## src/rtl/grf_pkg.sv

```systemverilog
// Shared types and constants for the general register file and its clients.
// The GRF_BYPASS_EN macro is consumed by grf_read_port, not by this package.
package grf_pkg;

  localparam int GRF_DATA_W = 32;
  localparam int GRF_ADDR_W = 5;

  typedef logic [GRF_ADDR_W-1:0] reg_idx_t;

  localparam reg_idx_t REG_ZERO = reg_idx_t'(0);
  localparam reg_idx_t REG_RA   = reg_idx_t'(31);

endpackage

```

## src/rtl/grf_if.sv

```systemverilog
// Register-file access bundle: two read ports toward the ALU and one write-back port.
// The controller side uses the master modport; the register file uses slave.
interface grf_if
  import grf_pkg::*;
#(
  parameter int DATA_W = GRF_DATA_W,
  parameter int ADDR_W = GRF_ADDR_W
);

  logic [ADDR_W-1:0] ra1;
  logic [ADDR_W-1:0] ra2;
  logic [DATA_W-1:0] rd1;
  logic [DATA_W-1:0] rd2;
  logic              we;
  logic [ADDR_W-1:0] wa;
  logic [DATA_W-1:0] wd;

  modport master (
    output ra1, ra2, we, wa, wd,
    input  rd1, rd2
  );

  modport slave (
    input  ra1, ra2, we, wa, wd,
    output rd1, rd2
  );

endinterface

```

## src/rtl/grf_read_port.sv

```systemverilog
// One combinational read port: zero-index check, storage mux and optional
// same-cycle write forwarding (enabled by defining GRF_BYPASS_EN).
module grf_read_port
  import grf_pkg::*;
#(
  parameter int DATA_W = GRF_DATA_W,
  parameter int ADDR_W = GRF_ADDR_W
) (
  input  logic                                 i_rst_n,
  input  logic [ADDR_W-1:0]                    i_ra,
  input  logic [2**ADDR_W-1:0][DATA_W-1:0]     i_regs,
  input  logic                                 i_we,
  input  logic [ADDR_W-1:0]                    i_wa,
  input  logic [DATA_W-1:0]                    i_wd,
  output logic [DATA_W-1:0]                    o_rd
);

  logic [DATA_W-1:0] w_stored;

  always_comb begin
    w_stored = '0;
    if (i_ra != '0) begin
      w_stored = i_regs[i_ra];
    end
  end

`ifdef GRF_BYPASS_EN
  // Forward only a real write; index 0 and an active reset never forward.
  logic w_fwd;
  assign w_fwd = i_rst_n && i_we && (i_wa != '0) && (i_wa == i_ra);
  assign o_rd  = w_fwd ? i_wd : w_stored;
`else
  logic w_unused;
  assign w_unused = &{1'b0, i_rst_n, i_we, i_wa, i_wd};
  assign o_rd     = w_stored;
`endif

endmodule

```

## src/rtl/grf.sv

```systemverilog
// 32 x 32-bit general register file with register 0 hard-wired to zero.
// Define GRF_BYPASS_EN to forward write-back data to the read ports in the same cycle.
module grf
  import grf_pkg::*;
#(
  parameter int DATA_W = GRF_DATA_W,
  parameter int ADDR_W = GRF_ADDR_W
) (
  input  logic   clk,
  input  logic   rst_n,
  grf_if.slave   bus
);

  localparam int DEPTH = 2**ADDR_W;

  logic [DEPTH-1:0][DATA_W-1:0] r_regs;
  logic [DATA_W-1:0]            w_rd1;
  logic [DATA_W-1:0]            w_rd2;

  // Entry 0 is cleared by reset and never targeted by a write.
  always_ff @(posedge clk or negedge rst_n) begin
    if (!rst_n) begin
      r_regs <= '0;
    end else if (bus.we && (bus.wa != '0)) begin
      r_regs[bus.wa] <= bus.wd;
    end
  end

  grf_read_port #(
    .DATA_W (DATA_W),
    .ADDR_W (ADDR_W)
  ) u_rp1 (
    .i_rst_n (rst_n),
    .i_ra    (bus.ra1),
    .i_regs  (r_regs),
    .i_we    (bus.we),
    .i_wa    (bus.wa),
    .i_wd    (bus.wd),
    .o_rd    (w_rd1)
  );

  grf_read_port #(
    .DATA_W (DATA_W),
    .ADDR_W (ADDR_W)
  ) u_rp2 (
    .i_rst_n (rst_n),
    .i_ra    (bus.ra2),
    .i_regs  (r_regs),
    .i_we    (bus.we),
    .i_wa    (bus.wa),
    .i_wd    (bus.wd),
    .o_rd    (w_rd2)
  );

  assign bus.rd1 = w_rd1;
  assign bus.rd2 = w_rd2;

endmodule
```

## src/flat_wrapper.sv

```systemverilog
// flat-port wrapper written by rule: the top's interface ports become plain ports
module grf_flat import grf_pkg::*;
#(
  parameter int DATA_W = GRF_DATA_W,
  parameter int ADDR_W = GRF_ADDR_W
)
  (clk, rst_n, bus_ra1, bus_ra2, bus_we, bus_wa, bus_wd, bus_rd1, bus_rd2);
  grf_if #(.DATA_W(DATA_W), .ADDR_W(ADDR_W)) bus_i ();
  input  logic clk;
  input  logic rst_n;
  input wire logic [$bits(bus_i.ra1)-1:0] bus_ra1;
  input wire logic [$bits(bus_i.ra2)-1:0] bus_ra2;
  input wire logic [$bits(bus_i.we)-1:0] bus_we;
  input wire logic [$bits(bus_i.wa)-1:0] bus_wa;
  input wire logic [$bits(bus_i.wd)-1:0] bus_wd;
  output wire logic [$bits(bus_i.rd1)-1:0] bus_rd1;
  output wire logic [$bits(bus_i.rd2)-1:0] bus_rd2;
  assign bus_i.ra1 = bus_ra1;
  assign bus_i.ra2 = bus_ra2;
  assign bus_i.we = bus_we;
  assign bus_i.wa = bus_wa;
  assign bus_i.wd = bus_wd;
  assign bus_rd1 = bus_i.rd1;
  assign bus_rd2 = bus_i.rd2;
  grf #(.DATA_W(DATA_W), .ADDR_W(ADDR_W)) u_core (.clk(clk), .rst_n(rst_n), .bus(bus_i));
endmodule
```

## config.mk

```make
export PLATFORM = sky130hd
export DESIGN_NAME = grf_flat
export DESIGN_NICKNAME = d
export VERILOG_FILES = /design/src/rtl/grf_pkg.sv /design/src/rtl/grf_if.sv /design/src/rtl/grf_read_port.sv /design/src/rtl/grf.sv /design/src/flat_wrapper.sv
export SDC_FILE = /design/constraint.sdc
export NUM_CORES = 2
export LEC_CHECK = 0
export BUFFER_PORTS_ARGS = -buffer_cell sky130_fd_sc_hd__buf_2
export CORE_MARGIN = 4
export CORE_UTILIZATION = 69
export CTS_CLUSTER_SIZE = 14
export DETAILED_ROUTE_END_ITERATION = 16
export GPL_TIMING_DRIVEN = 0
export MAX_ROUTING_LAYER = met4
export PLACE_DENSITY_LB_ADDON = 0.05
export SLEW_MARGIN = 40
export SYNTH_ARGS = -nofsm -noshare
export SYNTH_HDL_FRONTEND = slang
export SYNTH_SLANG_ARGS = --single-unit
export TNS_END_PERCENT = 5
```

## constraint.sdc

```tcl
create_clock -name clk -period 4.7 [get_ports clk]
set_clock_uncertainty 0.1 [all_clocks]
set_input_delay 0.705 -clock clk [delete_from_list [all_inputs] [get_ports clk]]
set_output_delay 0.705 -clock clk [all_outputs]
set_load 0.02 [all_outputs]
```

==> out/metrics.csv <==
metric,value,unit
result of the run,finished clean,
VDD IR-drop max,0.000360,V
synthesis-to-layout area growth,10.4,%
post-route ant nets,0,
Post-Syn Nets,3663,
average cell area after synthesis,15.3,µm²
required time at the worst-slack endpoint,3890,ps
Period minus WS final,4390,ps
cell type group with the largest total delay on the critical path,buffers and inverters,
critical path's most frequent cell,sky130_fd_sc_hd__buf_2,
chain of cells forming the critical path,buf_2 > clkbuf_1 > and2_1 > clkbuf_1 > buf_2 > a22oi_1 > a311oi_1 > buf_2,
worst min-delay path class,in2reg,
maximum clock insertion buffer count,3,
WS Path Type,in2out,
cell with the largest stage delay on the worst path,sky130_fd_sc_hd__clkbuf_1,
slack of the worst reg-to-reg path,3770,ps
Reg2Reg Capture Point,u_core.r_regs[1009],
"Most flops, register",u_core.r_regs,
CTS tree,done,
standard-cell rows,103,
"Hold Vio Cnt, Final",0,
clock-pin slew reported for the worst setup and hold paths after clock tree synthesis,60,ps
Leak,26.8,nW
first-pass GRT wire length,295,mm
accumulated negative setup slack,0,ps
post-synthesis cell type count,42,
RSZ-0062 raised after global routing,no,
number of antenna violations at the first check in global routing,14,
residual overflow from global routing,0,
die outline height,291,µm
biggest registers after layout,u_core.r_regs x1024,
Critical Path AT,3590,ps
initial DRC count,5878,
Main synth FF type,sky130_fd_sc_hd__dfrtp_1,
"Setup violations, final",0,
number of instances in the synthesized netlist,3613,
post-detailed-placement half-perimeter wirelength,143,mm
Total Routing Usage GR,50.7,%
1st-pass router iterations,6,
worst rel slew slack,37.6,%
sequential-to-total area share from yosys stat,46.5,%
largest incremental delay on the critical path,610,ps
wire length after detailed routing,209,mm
die width,291,µm
maximum number of pins on one net before global-route repair,113,
Reg2Reg Depth,1,
start point of the critical path,bus_ra1[3],
level count of the clock H-tree,3,
top-level I/O count,114,
Critical R2R Launch,u_core.r_regs[1009],
fraction of registers with async set/reset,100,%
critical path endpoint,bus_rd1[20],
share of final-layout standard cells stronger than drive strength 1,50.7,%
multi-input gate area in the final layout,27100,µm²
Sequential Area,25600,µm²
post-synthesis instance area,55100,µm²
total of fill cells in the finished design,4680,
"Non-Filler Cell Area, Final",60900,µm²
number of pins exceeding their max-slew limit in the final report,0,
vias in the first global route,40800,
placeable core area,79100,µm²
Ys Warns,0,
TritonCTS buffer count,108,
Setup WS pre-CTS,416,ps
total of buffers placed on input and output ports,105,
post-route fraction of the period consumed by the critical path,93.4,%
Final nets,3893,
final estimated routing congestion in global placement,1.04,
number of register bits inferred by synthesis,1024,
cell count along the critical path,8,
source-to-sink clock delay at the later pin of the worst-skew pair,700,ps
count of flip-flops with a built-in enable after synthesis,0,
power per cell area,426,nW/µm²
post-detailed-route wirelength per cell,41.9,µm
Die ar.,84500,µm²
kind of start point of the critical path,primary input,
upper clock frequency limit,228,MHz
slew at the pin closest to its max-slew limit,934,ps
Post CTS Setup Buffer Count,0,
maximum net fanout on the critical path,10,
Design Power,25.9,mW
Initial Utilization,69.6,%
DRC viols,0,
Critical Path End Type,output port,
max-capacitance violation count,0,
count of vias placed by the detailed router,40300,
per-cell via count in the routed design,8.06,
root buffer cell,sky130_fd_sc_hd__clkbuf_16,
buffering stage count on the worst path with inverters included,5,
final critical-path setup slack,310,ps
placement-stage cell area,57400,µm²
flip-flop count of the largest register after layout,1024,
clock net sink count,1024,
[per-layer routing]
layer  up-vias  GRT usage, %  wire length (µm)
met5         -             -                 0
li1      14600             -                 -
met3      1004          23.3             33200
met4         0          28.8             15200
met1     20900          62.5             71100
met2      3800          69.5             89800
[power by group]
group | total, mW | internal (mW) | switching (mW)
clock network | 8.43 | 4.70 | 3.73
logic | 5.66 | 3.11 | 2.55
registers | 11.8 | 10.5 | 1.34
total | 25.9 | 18.3 | 7.63
[through the flow]
step	cells	hold slack [ps]	util, %
CTS	4971	161	76.8
finish	4993	166	76.9
floorplan	3613	309	-
global placement	4768	348	72.0
global route	4990	173	76.9
detailed placement	4781	365	72.5
[Yosys cell counts (all sizes together) (2+ instances only)]
| cell type | number | area (µm²) |
|---|---|---|
| nand2 | 48 | 180 |
| mux4 | 448 | 10400 |
| a22oi | 64 | 480 |
| dfrtp | 1024 | 25600 |
| a211oi | 64 | 480 |
| buf | 244 | 1680 |
| nand3 | 2 | 10.0 |
| a221oi | 48 | 420 |
| nand3b | 4 | 30.0 |
| and2 | 2 | 12.5 |
| or4 | 2 | 22.5 |
| nor2b | 67 | 434 |
| inv | 2 | 7.51 |
| nor3b | 4 | 30.0 |
| mux2i | 128 | 1280 |
| or2 | 3 | 18.8 |
| o2111ai | 16 | 140 |
| nand2b | 2 | 12.5 |
| a311oi | 64 | 561 |
| mux2 | 1056 | 11900 |
| clkbuf | 180 | 697 |
| nor2 | 23 | 111 |
| o21ai | 112 | 561 |
[timing repair]
action / in CTS / in global routing
gates resized for setup: 0 / 0
endpoints found under the hold margin: 41 / 0
hold buffers: 1 / 0
endpoints found under the setup margin: 0 / 0
[worst min path at each step]
stage / from / end / slack, ps / cells past startpoint
6_report: bus_wd[7] / u_core.r_regs[391] / 170 / 2
5_1_grt: bus_wd[7] / u_core.r_regs[391] / 170 / 2
4_1_cts: bus_wd[7] / u_core.r_regs[391] / 160 / 2
3_5_place_dp: u_core.r_regs[3] / u_core.r_regs[3] / 360 / 1
3_3_place_gp: u_core.r_regs[25] / u_core.r_regs[25] / 350 / 1
2_1_floorplan: rst_n / u_core.r_regs[0] / 310 / 0
[cell type report]
type | count | share of cell area [%]
inverter | 2 | 0.0123
sequential | 1024 | 42.1
clock buffer | 151 | 5.04
tap | 1050 | 2.16
timing repair buffer | 120 | 1.47
clock inverter | 38 | 0.574
buffer | 425 | 3.97
antenna | 21 | 0.0864
multi-input combinational | 2162 | 44.6
[cells by family after synthesis]
logic type / count (synthesis) / synth area share (%)
DFF: 1024 / 46.5
AOI/OAI and AO/OA: 368 / 4.80
buffers and inverters: 427 / 4.33
and+or+nand+nor: 162 / 1.63
muxes: 1632 / 42.7
[layout by cell type, fill, tap and decap left out, drive strengths merged, types with 6 or more instances in the layout]
cell,synthesis,final
o2111ai,16,16
buf,244,363
mux4,448,448
nand2,48,48
clkbuf,180,331
inv,2,6
diode,0,21
dfrtp,1024,1024
o21ai,112,112
a22oi,64,64
nor2b,67,67
a221oi,48,48
mux2,1056,1056
nor2,23,23
clkinv,0,27
mux2i,128,128
a311oi,64,64
a211oi,64,64
Power figures use the tool's default switching activity.
